$ cat src/rtl/tp_tocador.sv
// Note-sequence transmitter: turns a word request (type + three roots) into a
// stream of six (ok, tom, nota) symbols ending in the nota_x terminator.
module tp_tocador #(
  parameter int GAP     = 1,  // ok-low cycles after each accepted symbol, 0..15
  parameter int TIMEOUT = 0   // max SEND cycles waiting for ready; 0 disables
) (
  input  logic       clk,
  input  logic       reset,
  input  logic       start,
  input  logic [1:0] tipo_in,
  input  logic [8:0] raiz,
  input  logic       cancel,
  input  logic       ready,
  output logic       ok,
  output logic       tom,
  output logic [2:0] nota,
  output logic       busy,
  output logic       fim,
  output logic       erro
);

  typedef enum logic [1:0] {ST_IDLE, ST_SEND, ST_GAP, ST_FIM} state_t;

  localparam logic [2:0]  NOTA_X   = 3'b000;
  localparam logic [2:0]  NOTA_DO  = 3'b001;
  localparam logic [2:0]  NOTA_FA  = 3'b100;
  localparam logic [2:0]  NOTA_LA  = 3'b110;
  localparam logic [2:0]  NOTA_SI  = 3'b111;
  localparam logic [1:0]  TIPO_ADJ  = 2'b01;
  localparam logic [1:0]  TIPO_COMP = 2'b10;
  localparam logic [2:0]  LAST_IDX = 3'd5;
  localparam logic [3:0]  GAP_LAST = 4'(GAP - 1);
  localparam logic [15:0] TO_LAST  = 16'(TIMEOUT - 1);

  state_t      state;
  logic [1:0]  tipo_q;
  logic [8:0]  raiz_q;
  logic [2:0]  idx;
  logic [3:0]  gap_cnt;
  logic [15:0] wait_cnt;

  logic [2:0]  idx_nxt;
  logic        req_ok;
  logic        timeout_hit;

  // Returns {nota, tom} for symbol i of a word: three roots, a type suffix, terminator.
  function automatic logic [3:0] symbol(input logic [2:0] i, input logic [1:0] t,
                                        input logic [8:0] r);
    logic [3:0] s;
    s = {NOTA_X, 1'b0};
    case (i)
      3'd0: s = {r[8:6], 1'b1};
      3'd1: s = {r[5:3], 1'b1};
      3'd2: s = {r[2:0], 1'b1};
      3'd3: s = (t == TIPO_ADJ) ? {NOTA_FA, 1'b1} : {NOTA_LA, 1'b0};
      3'd4: begin
        case (t)
          TIPO_ADJ:  s = {NOTA_LA, 1'b0};
          TIPO_COMP: s = {NOTA_DO, 1'b1};
          default:   s = {NOTA_SI, 1'b0};
        endcase
      end
      default: s = {NOTA_X, 1'b0};
    endcase
    return s;
  endfunction

  assign idx_nxt     = idx + 3'd1;
  assign req_ok      = (tipo_in != 2'b00) && (raiz[8:6] != NOTA_X) &&
                       (raiz[5:3] != NOTA_X) && (raiz[2:0] != NOTA_X);
  assign timeout_hit = (TIMEOUT > 0) && !ready && (wait_cnt == TO_LAST);

  // NOTE: every register here is assigned with <= so all of them update from
  // the same pre-edge values; a blocking = would leak new values into later lines.
  always_ff @(posedge clk or negedge reset) begin
    if (!reset) begin
      state    <= ST_IDLE;
      tipo_q   <= 2'b00;
      raiz_q   <= 9'd0;
      idx      <= 3'd0;
      gap_cnt  <= 4'd0;
      wait_cnt <= 16'd0;
      ok       <= 1'b0;
      tom      <= 1'b0;
      nota     <= NOTA_X;
      busy     <= 1'b0;
      fim      <= 1'b0;
      erro     <= 1'b0;
    end else begin
      fim  <= 1'b0;
      erro <= 1'b0;
      case (state)
        ST_IDLE: begin
          if (start) begin
            if (req_ok) begin
              tipo_q      <= tipo_in;
              raiz_q      <= raiz;
              idx         <= 3'd0;
              wait_cnt    <= 16'd0;
              state       <= ST_SEND;
              ok          <= 1'b1;
              busy        <= 1'b1;
              {nota, tom} <= symbol(3'd0, tipo_in, raiz);
            end else begin
              erro <= 1'b1;
            end
          end
        end

        ST_SEND: begin
          // cancel outranks both accept and timeout in the same cycle
          if (cancel || timeout_hit) begin
            state <= ST_IDLE;
            ok    <= 1'b0;
            busy  <= 1'b0;
            nota  <= NOTA_X;
            tom   <= 1'b0;
            erro  <= !cancel;
          end else if (ready) begin
            wait_cnt <= 16'd0;
            if (idx == LAST_IDX) begin
              state <= ST_FIM;
              fim   <= 1'b1;
              busy  <= 1'b0;
              ok    <= 1'b0;
              nota  <= NOTA_X;
              tom   <= 1'b0;
            end else if (GAP == 0) begin
              idx         <= idx_nxt;
              {nota, tom} <= symbol(idx_nxt, tipo_q, raiz_q);
            end else begin
              state   <= ST_GAP;
              ok      <= 1'b0;
              gap_cnt <= 4'd0;
            end
          end else begin
            wait_cnt <= wait_cnt + 16'd1;
          end
        end

        ST_GAP: begin
          if (cancel) begin
            state <= ST_IDLE;
            ok    <= 1'b0;
            busy  <= 1'b0;
            nota  <= NOTA_X;
            tom   <= 1'b0;
          end else if (gap_cnt == GAP_LAST) begin
            state       <= ST_SEND;
            idx         <= idx_nxt;
            ok          <= 1'b1;
            {nota, tom} <= symbol(idx_nxt, tipo_q, raiz_q);
          end else begin
            gap_cnt <= gap_cnt + 4'd1;
          end
        end

        default: state <= ST_IDLE;  // ST_FIM: one cycle, start ignored
      endcase
    end
  end

endmodule

$ cat config.mk
export PLATFORM = sky130hd
export DESIGN_NAME = tp_tocador
export DESIGN_NICKNAME = d
export VERILOG_FILES = /design/src/rtl/tp_tocador.sv
export SDC_FILE = /design/constraint.sdc
export NUM_CORES = 1
export LEC_CHECK = 0
export ABC_AREA = 1
export CORE_AREA = 2 2 61 57
export DETAILED_ROUTE_END_ITERATION = 8
export DIE_AREA = 0 0 63 59
export GPL_TIMING_DRIVEN = 0
export PLACE_DENSITY = 0.78
export SYNTH_ARGS = -nofsm -noshare
export SYNTH_HDL_FRONTEND = slang
export SYNTH_SLANG_ARGS = --single-unit
$ cat constraint.sdc
create_clock -name clk -period 3.2 [get_ports clk]
set_input_delay 0.8 -clock clk [delete_from_list [all_inputs] [get_ports clk]]
set_output_delay 0.8 -clock clk [all_outputs]
set_load 0.02 [all_outputs]
---- Yosys cells after proc, flatten, opt, wreduce, memory -nomap -nowiden ----
Index checks and enable logic that the tools add are counted.
storage, ports and cells
  register bits ........................... 28
  bits of input ports ..................... 16
  output and inout bits ................... 8
  logic and storage cells ................. 108
operators by class
  add/sub/neg operators ................... 2
  equal/unequal tests ..................... 21
  muxes and demuxes ....................... 53
  reduce and logical (&&, ||, !) cells .... 21
operators by type and width
  kind                 number
  $mux 3               12
  $mux 1               20
  $mux 4               5
  $pmux 4 s5           1
  $ne 2x2->1 const B   9
  $reduce_and 6->1     3
  $pmux 4 s2           2
  $mux 2               6
  $reduce_bool 3->1    4
  $reduce_and 5->1     2
  $ne 3x3->1 const B   3
  $pmux 1 s3           3
  $pmux 3 s3           1
  $eq 3x2->1 const B   2
  $eq 3x3->1 const B   2
  $pmux 2 s3           1
  $pmux 3 s2           1
  $reduce_bool 2->1    3
  $add 4x1->4 const B  1
  $eq 2x1->1 const B   2
  $eq 2x2->1 const B   2
  $logic_not 4->1      1
  $reduce_and 4->1     1
  $add 3x1->3 const B  1
  other kinds (7)      9

---- Depth between registers and ports, before layout ----
Gate-level depths: netlist (run 1).
  word-level depth ........................ 7
  gate-level depth with buffers ........... 13
  depth with buffers taken out ............ 13

---- Least setup slack after synthesis (run 1) ----
No wires, ideal clock.
  path type ............................... input to register
  start ................................... input port raiz[5]
  end ..................................... register raiz_q[0]
  library setup time ...................... 130 ps
  arrival ................................. 1,516 ps
  data required time ...................... 3,070 ps
  path slack .............................. 1,554 ps
  cell stages on the path ................. 7
  cell sequence ........................... inv_1 -> nand3_1 -> o21ai_1 -> nor2_1 -> nand3_1 -> clkbuf_1 -> o21ai_0
between the ends
  word-level cells in the longest chain between the ends .. 4
ends and longest elaborated chain
  item                               RTL line  text
  start, declared                    11        input logic [8:0] raiz,
  $reduce_bool 3->1                  70        (raiz[5:3] != NOTA_X) && (raiz[2:0] != NOTA_X);
  $logic_and 1x1->1                  69        assign req_ok = (tipo_in != 2'b00) && (raiz[8:6] != NOTA_X) &&
  $logic_and 1x1->1                  70
  $reduce_and 3->1 (no source line)  n/a
  end signal, assigned               97        raiz_q <= raiz;
  end, declared                      37        logic [8:0] raiz_q;
Every way passes these cells.
A chain may end at the register's enable or synchronous reset.

---- Worst setup path in the final report (run 1) ----
  start ................................... register nota[1]
  end ..................................... output port nota[1]
RTL lines
  item                    RTL line  text
  start, declared         16        output logic [2:0] nota,
  start signal, assigned  103       {nota, tom} <= symbol(3'd0, tipo_in, raiz);
  start signal, assigned  130       {nota, tom} <= symbol(idx_nxt, tipo_q, raiz_q);
  start signal, assigned  152       {nota, tom} <= symbol(idx_nxt, tipo_q, raiz_q);
No word-level cell between the ends.

==> results of run 1 <==
[synthesized netlist by cell type]
cell      instances
o21ai_1           1
o21ai_0          19
nand2_1          76
o211ai_1          1
or2_2             1
dfrtp_1          28
nand3_1          16
nor2_2            3
ha_1             11
buf_6             1
nor2_1           17
buf_2             1
o21bai_1          2
nand3_2           1
nand3b_1          1
nor3_1            1
inv_2             2
and3_1            1
a21oi_1           9
nor4_1            1
o21ai_2           2
nand4_1           1
clkbuf_1          1
o31ai_1           1
inv_1            35
nand2_2           3
[where the power goes]
part	internal (W)	switching, W
Clock	0.0000443	0.000105
Combinational	0.000316	0.000479
Sequential	0.000479	0.0000802
[how the worst max path moves through the flow]
stage	start	end
2_1_floorplan	raiz[5]	raiz_q[0]$_DFFE_PN0P_
3_3_place_gp	raiz[7]	raiz_q[7]$_DFFE_PN0P_
3_5_place_dp	raiz[7]	raiz_q[2]$_DFFE_PN0P_
4_1_cts	nota[1]$_DFFE_PN0P_	nota[1]
5_1_grt	raiz[5]	raiz_q[4]$_DFFE_PN0P_
6_report	nota[1]$_DFFE_PN0P_	nota[1]
[layer usage]
layer / track usage / vias up
met5: 0 / -
met3: 0.03992 / 3
met2: 0.3435 / 37
li1: - / 794
met1: 0.2857 / 665
met4: 0.03810 / 0
[cell type report]
cell class / count / share of cell area
plain buffers: 3 / 0.009988
repair buffers: 23 / 0.1124
flip-flops and latches: 28 / 0.3496
inverters: 37 / 0.06929
clock buffers: 3 / 0.01124
well taps: 42 / 0.02622
multi-input cells: 168 / 0.4213
[cells by family after synthesis]
group / share of synthesized area
DFF: 0.4112
adders and majority gates: 0.08076
AOI/OAI and AO/OA: 0.1131
and+or+nand+nor: 0.3018
buffers and inverters: 0.09324
[state kept, by name, indices dropped and copies added, names as in the netlist]
signal and flops:
raiz_q 9, gap_cnt 4, idx 3, nota 3, state 2, tipo_q 2, busy 1, erro 1
fim 1, ok 1, tom 1
[through the flow]
| step | setup slack (ns) | util |
|---|---|---|
| after floorplan | 1.554 | - |
| after global placement | 0.8576 | 0.6581 |
| after detailed placement | 0.8482 | 0.6581 |
| after CTS | 1.071 | 0.6656 |
| after global routing | 1.016 | 0.6639 |
| final | 1.082 | 0.6639 |
==> summary.txt, run 1 <==
CTS
  – Post-CTS setup buffers: 0
  – Root Buffer Master: clkbuf_4
  – Hold Buf Count CTS: 0
  – Clock Sinks: 28
  – Worst-path clk slew: 0.15 ns
  – Later-pin clock latency in the skew report: 0.34 ns
  – Cts repair resizes: 0
  – TritonCTS Buffers: 3
  – H-tree level count: 1
  – CTS tree: done
  – CTS max path bufs: 2

Worst setup path
  – Worst reg2reg path depth: 9
  – Crit path capture type: output pin
  – Slowest-stage cell, CP: clkdlybuf4s50_1
  – Critical path class: reg2out
  – CP cell instances: clkdlybuf4s50_1
  – Worst path depth: 1
  – Buf/Inv on CP: 1
  – FF-to-FF setup slack: 1.44 ns
  – FF-to-FF Start: state[0]$_DFFE_PN0P_
  – Delay of the slowest critical-path stage: 0.60 ns
  – Crit start category: flop
  – FF-to-FF End: nota[2]$_DFFE_PN0P_
  – Cell family with most CP delay: buffers and inverters
  – CP max FO: 2
  – WP data arrival: 1.32 ns
  – Worst path required time: 2.40 ns

Synth
  – Synth Instances: 236
  – Synthesized cell area: 1704 um^2
  – Leading area contributor after synthesis: dfrtp_1
  – Seq/Total Area, Yosys: 0.4112
  – Synth area leaders: dfrtp_1, nand2_1, ha_1, inv_1, o21ai_0
  – Mean post-synth cell area: 7.221 um^2
  – Synth cell types: 26
  – Net count after synthesis: 263
  – Synth top area share: 0.4112
  – Synth warnings: 0
  – Register bit total from synthesis: 28

Min path
  – Hold Crit Class: in2async

Final layout
  – Final std cells w/o fill: 304
  – Design area: 2004 um^2
  – Fillcell total: 284
  – Final Net Count: 291
  – Most common cell after layout, fill and taps aside: nand2_1
  – Layout overhead on the synthesized area: 17.62%
  – Multi-input logic area: 844.6 um^2
  – FF/Latch Area: 700.7 um^2
  – # diodes: 0
  – Share of layout cells above drive strength 1: 0.06870
  – Most frequent cells in the layout: nand2_1, inv_1, dfrtp_1, clkdlybuf4s50_1, o21ai_0

Timing
  – Final hold slack: 0.4512 ns
  – Setup Viol. Count Final: 0
  – Slew Limit Fails: 0
  – Endpoints failing hold: 0
  – Clk_skew: 0.009275 ns
  – Final min period: 2.118 ns
  – Worst relative slew slack: 0.5861
  – RSZ-0062 raised after global routing: false
  – Setup TNS: 0 ns
  – Period utilization: 0.6620
  – Worst-Margin Slew: 0.6209 ns
  – Max Fclk: 0.4720 GHz

Drt
  – First-pass DRT Iterations: 4
  – Iteration-0 DRC Markers: 58
  – Post-Route WL: 3302 um
  – Metal2 WL: 1518 um
  – Post-DRT Antenna Nets: 0
  – Top Metal Used: met4
  – Residual DRC: 0
  – Via Count: 1,499
  – Routed metal-1 wirelength: 1591 um
  – Wire length on met3: 179 um
  – Avg WL per Cell: 10.86 um
  – Via density: 4.931

Floorplanning
  – Core Rows: 19
  – Die ar.: 3717 um^2
  – Die height: 59 um
  – Starting Density: 0.5644
  – Die Width: 63 um
  – Core area: 3019 um^2
  – Num ports: 24

GRT
  – Gr usage total: 0.2060
  – Initial antenna violation count: 0
  – Largest net degree at the start of global routing: 29
  – Vias in the first global route: 1,368
  – First-pass GRT wire length: 6051 um
  – Total grt overflow: 0

Placement
  – DP Cell Count: 301
  – DP HPWL: 2625 um
  – Port Buffers: 23
  – GP Congestion: 0.8527
  – DP Area: 1987 um^2

Pwr
  – Total power: 0.001503 W
  – Max IR drop VDD: 412.9 uV
  – Leak: 1.055 nW
  – Pwr/cell area: 749.9 nW/um^2

Run status
  – Outcome: finished clean

Job
  – Max_cap viols: 0
Note: power is estimated with default switching activity, not from simulation.
==> run 2, diff against run 1 <==
--- a/config.mk
+++ b/config.mk
@@ -6,11 +6,11 @@
 export NUM_CORES = 1
 export LEC_CHECK = 0
 export ABC_AREA = 1
-export CORE_AREA = 2 2 61 57
+export CORE_AREA = 2 2 66 61
 export DETAILED_ROUTE_END_ITERATION = 8
-export DIE_AREA = 0 0 63 59
+export DIE_AREA = 0 0 68 63
 export GPL_TIMING_DRIVEN = 0
-export PLACE_DENSITY = 0.78
+export PLACE_DENSITY = 0.71
 export SYNTH_ARGS = -nofsm -noshare
 export SYNTH_HDL_FRONTEND = slang
 export SYNTH_SLANG_ARGS = --single-unit
==> constraint.sdc (replaced) <==
create_clock -name clk -period 1.7 [get_ports clk]
set_input_delay 0.425 -clock clk [delete_from_list [all_inputs] [get_ports clk]]
set_output_delay 0.425 -clock clk [all_outputs]
set_load 0.02 [all_outputs]
==> summary.txt, run 2 (synthesis gave the netlist of run 1 again) <==
Drt
  – First-pass DRT Iterations: 4
  – Via Count: 1,564
  – Via density: 4.918
  – Post-Route WL: 3693 um
  – Residual DRC: 0
  – Post-DRT Antenna Nets: 0
  – Iteration-0 DRC Markers: 86
  – Avg WL per Cell: 11.61 um

Worst setup path
  – Worst path required time: 1.27 ns
  – Delay of the slowest critical-path stage: 0.60 ns
  – Crit start category: flop
  – CP cell instances: clkdlybuf4s50_1
  – CP max FO: 2
  – Cell family with most CP delay: buffers and inverters
  – Slowest-stage cell, CP: clkdlybuf4s50_1
  – Buf/Inv on CP: 1
  – WP data arrival: 1.22 ns
  – Critical path class: reg2out
  – Crit path capture type: output pin

Floorplanning
  – Core area: 3626 um^2
  – Die height: 63 um
  – Core Rows: 21
  – Starting Density: 0.4700
  – Die ar.: 4284 um^2
  – Num ports: 24
  – Die Width: 68 um

Timing
  – Setup TNS: 0 ns
  – Worst-Margin Slew: 0.6211 ns
  – Max Fclk: 0.6070 GHz
  – Slew Limit Fails: 0
  – RSZ-0062 raised after global routing: true
  – Final min period: 1.647 ns
  – Setup Viol. Count Final: 0
  – Worst relative slew slack: 0.5859
  – Endpoints failing hold: 0
  – Period utilization: 0.9691
  – Clk_skew: 0.001922 ns

GRT
  – Initial antenna violation count: 0
  – Largest net degree at the start of global routing: 29
  – Gr usage total: 0.1860
  – Vias in the first global route: 1,411
  – Total grt overflow: 0
  – First-pass GRT wire length: 6189 um

CTS
  – Clock Sinks: 28
  – Worst-path clk slew: 0.09 ns
  – Root Buffer Master: clkbuf_8
  – CTS tree: done
  – Hold Buf Count CTS: 0
  – CTS max path bufs: 2
  – H-tree level count: 1
  – Later-pin clock latency in the skew report: 0.27 ns
  – TritonCTS Buffers: 3

Job
  – Max_cap viols: 0

Final layout
  – Final Net Count: 301
  – Share of layout cells above drive strength 1: 0.2132
  – Biggest regs: raiz_q: 9 flops, gap_cnt: 4 flops
  – Final core utilization: 0.6263
  – Most frequent cells in the layout: nand2_1, inv_1, dfrtp_1, o21ai_0, clkdlybuf4s50_1
  – Biggest register: raiz_q
  – Layout overhead on the synthesized area: 33.26%
  – Fillcell total: 331
  – # diodes: 0
  – Most common cell after layout, fill and taps aside: nand2_1
  – Number of flip-flops in the largest register: 9

Placement
  – DP HPWL: 2642 um
  – GP Congestion: 0.8645
  – Port Buffers: 23

Pwr
  – Pwr/cell area: 1458 nW/um^2
  – Max IR drop VDD: 663.1 uV
  – Total power: 0.003311 W
  – Leak: 1.205 nW

Run status
  – Outcome: finished clean

Min path
  – Hold Crit Class: in2async
[run 2: what timing repair did]
item,CTS,global route
gates cloned,0,1
pin swaps,1,11
buffers inserted,3,6
gates resized for setup,2,47
setup endpoints to repair,8,31
[run 2: power breakdown]
| group | switching [W] | internal, W |
|---|---|---|
| registers | 0.000144 | 0.000906 |
| logic | 0.00107 | 0.000833 |
| clock network | 0.000201 | 0.000159 |
| total | 0.00141 | 0.00190 |
[run 2: layout make-up]
| type | instances | area [um^2] | area share |
|---|---|---|---|
| Buffer | 3 | 23.77 | 0.01047 |
| Clock buffer | 3 | 41.29 | 0.01818 |
| Inverter | 37 | 138.9 | 0.06116 |
| Multi-Input combinational cell | 168 | 985.9 | 0.4342 |
| Sequential cell | 28 | 701.9 | 0.3091 |
| Tap cell | 46 | 57.56 | 0.02534 |
| Timing Repair Buffer | 33 | 321.6 | 0.1416 |
[run 2: path summary, 6_finish.rpt]
check,slack [ns],start,cells after the start,endpoint
worst min-delay path,0.16,reset,1,nota[2]$_DFFE_PN0P_
max in group asynchronous,1.10,reset,1,idx[0]$_DFFE_PN0P_
min in group clk,0.46,ready,3,fim$_DFF_PN0_
worst min register to register,0.48,gap_cnt[3]$_DFFE_PN0P_,1,gap_cnt[3]$_DFFE_PN0P_
worst max-delay path,0.05,nota[0]$_DFFE_PN0P_,1,nota[0]
worst max register to register,0.10,idx[1]$_DFFE_PN0P_,11,nota[1]$_DFFE_PN0P_
[run 2: routing by layer]
layer  share of wire  global-route usage  up-vias
met2            0.48              0.2864       24
met3           0.041             0.04324        2
met5               0                   0        -
met4          0.0038             0.03250        0
li1                -                   -      810
met1            0.47              0.2670      728
[run 2: through the flow]
step	cells	setup slack (ns)	hold slack, ns	area, um^2
after CTS	311	0.009205	0.4822	2059
final	318	0.05260	0.1570	2271
after global placement	305	-0.2918	0.4627	1992
after detailed placement	305	-0.3041	0.4622	1992
after floorplan	236	0.2131	0.1294	1704
after global routing	318	-0.03646	0.1978	2271
==> run 3, diff against run 2 <==
==> constraint.sdc (replaced) <==
create_clock -name clk -period 1.7 [get_ports clk]
set_input_delay 0.17 -clock clk [delete_from_list [all_inputs] [get_ports clk]]
set_output_delay 0.17 -clock clk [all_outputs]
set_load 0.02 [all_outputs]
==> summary.txt, run 3 (synthesis gave the netlist of run 1 again) <==
Floorplanning
  – Die Width: 68 um
  – Core Rows: 21
  – Die height: 63 um
  – Die ar.: 4284 um^2
  – Core area: 3626 um^2
  – Starting Density: 0.4700
  – Num ports: 24

Run status
  – Outcome: finished clean

CTS
  – TritonCTS Buffers: 3
  – CTS max path bufs: 2
  – CTS tree: done
  – Worst-path clk slew: 0.10 ns
  – Later-pin clock latency in the skew report: 0.28 ns
  – Clock Sinks: 28
  – H-tree level count: 1
  – Root Buffer Master: clkbuf_8

Final layout
  – Final Net Count: 301
  – Final core utilization: 0.6108
  – Biggest regs: raiz_q: 9 flops, gap_cnt: 4 flops
  – # diodes: 0
  – Layout overhead on the synthesized area: 29.96%
  – Most frequent cells in the layout: nand2_1, inv_1, dfrtp_1, clkdlybuf4s50_1, o21ai_0
  – Biggest register: raiz_q
  – Number of flip-flops in the largest register: 9
  – Most common cell after layout, fill and taps aside: nand2_1
  – Share of layout cells above drive strength 1: 0.1801

Timing
  – Setup Viol. Count Final: 0
  – Worst relative slew slack: 0.5791
  – Final min period: 1.611 ns
  – Clk_skew: 0.004349 ns
  – Slew Limit Fails: 0
  – Endpoints failing hold: 0
  – RSZ-0062 raised after global routing: true
  – Period utilization: 0.9475
  – Max Fclk: 0.6208 GHz
  – Setup TNS: 0 ns
  – Worst-Margin Slew: 0.6314 ns

Pwr
  – Switch share: 0.4264
  – Combinational power share: 0.567
  – P_int: 0.001886 W
  – Clock power frac: 0.112
  – Max IR drop VDD: 676.9 uV
  – Sw Pwr: 0.001402 W
  – Flop pwr share: 0.321
  – Leak: 1.117 nW
  – Pwr/cell area: 1485 nW/um^2

Drt
  – Residual DRC: 0
  – Post-Route WL: 3665 um
  – Avg WL per Cell: 11.53 um
  – Iteration-0 DRC Markers: 57
  – Via Count: 1,558
  – First-pass DRT Iterations: 4
  – Via density: 4.899
  – Post-DRT Antenna Nets: 0

Worst setup path
  – Crit path capture type: flop
  – Worst path required time: 1.88 ns
  – Delay of the slowest critical-path stage: 0.45 ns
  – Cell family with most CP delay: simple AND/OR/NAND/NOR gates
  – CP max FO: 5
  – Crit start category: flop
  – Critical path class: reg2reg
  – CP cell instances: ha_2, nand2_1, nand2_4, buf_6, and3_4, nor2_4, nand2_1, nand2_1, nand2_1, nand2_1, nand2_1
  – CP most frequent cell: nand2_1
  – Slowest-stage cell, CP: dfrtp_1
  – WP data arrival: 1.79 ns
  – Buf/Inv on CP: 1

GRT
  – Vias in the first global route: 1,413
  – First-pass GRT wire length: 6203 um
  – Gr usage total: 0.1864
  – Largest net degree at the start of global routing: 29
  – Total grt overflow: 0
  – Initial antenna violation count: 0

Job
  – Max_cap viols: 0

Placement
  – Port Buffers: 23
  – GP Congestion: 0.8645
  – DP HPWL: 2642 um

Min path
  – Hold Crit Class: in2async
==> run 3: repair_timing <==
item	4_1_cts	5_1_grt
cloned	0	1
hold endpoints to repair	0	28
hold buffers	0	1
setup buffers	3	5
endpoints found under the setup margin	6	15
pin swaps	1	7
gates resized for setup	1	30
==> run 3: metal layers <==
metal	part of all wire	routed length (um)	global-route usage
met3	0.047	172	0.04324
met4	0.0068	25	0.03250
met5	0	0	0
met1	0.46	1703	0.2670
met2	0.48	1763	0.2876
==> run 3: worst paths after layout <==
kind | from | endpoint | slack (ns) | depth (start not counted)
worst max-delay path | idx[1]$_DFFE_PN0P_ | nota[1]$_DFFE_PN0P_ | 0.09 | 11
worst min-delay path | reset | nota[2]$_DFFE_PN0P_ | 0.43 | 2
min in group clk | raiz[1] | raiz_q[1]$_DFFE_PN0P_ | 0.46 | 3
worst min register to register | gap_cnt[3]$_DFFE_PN0P_ | gap_cnt[3]$_DFFE_PN0P_ | 0.48 | 1
worst max register to register | idx[1]$_DFFE_PN0P_ | nota[1]$_DFFE_PN0P_ | 0.09 | 11
max in group asynchronous | reset | idx[0]$_DFFE_PN0P_ | 0.81 | 2
==> run 3: worst register-to-register path, cell delays in order, from the launching register on <==
cell     delay, ns
dfrtp_1       0.45
ha_2          0.23
nand2_1       0.12
nand2_4       0.08
buf_6         0.14
and3_4        0.15
nor2_4        0.10
nand2_1       0.06
nand2_1       0.06
nand2_1       0.05
nand2_1       0.05
nand2_1       0.04
==> run 3: layout make-up <==
type	count	area, um^2
tap	46	57.56
buffer	3	20.02
clock buffer	3	41.29
sequential	28	701.9
inverter	37	138.9
fill	342	1411
timing repair buffer	33	306.5
multi-input combinational	168	948.4
==> run 3: per-stage QoR <==
step / total power, W / instances / cell area, um^2 / hold slack [ns] / worst slack, ns
after floorplan: 0.002117 / 236 / 1704 / -0.1256 / 0.2131
after CTS: 0.002995 / 311 / 2058 / 0.4612 / 0.01138
after global routing: 0.003609 / 318 / 2215 / 0.4855 / -0.03696
after detailed placement: 0.002570 / 305 / 1992 / 0.4622 / -0.04906
final: 0.003288 / 318 / 2215 / 0.4335 / 0.08930
after global placement: 0.002540 / 305 / 1992 / 0.4627 / -0.03680
==> run 3: power by group through the flow <==
stage / clock network [W] / registers, W / logic (W)
3_5_place_dp: 0 / 0.00107 / 0.00150
4_1_cts: 0.000374 / 0.00105 / 0.00157
2_1_floorplan: 0 / 0.00112 / 0.000996
5_1_grt: 0.000412 / 0.00108 / 0.00211
3_3_place_gp: 0 / 0.00106 / 0.00148
6_report: 0.000367 / 0.00106 / 0.00187
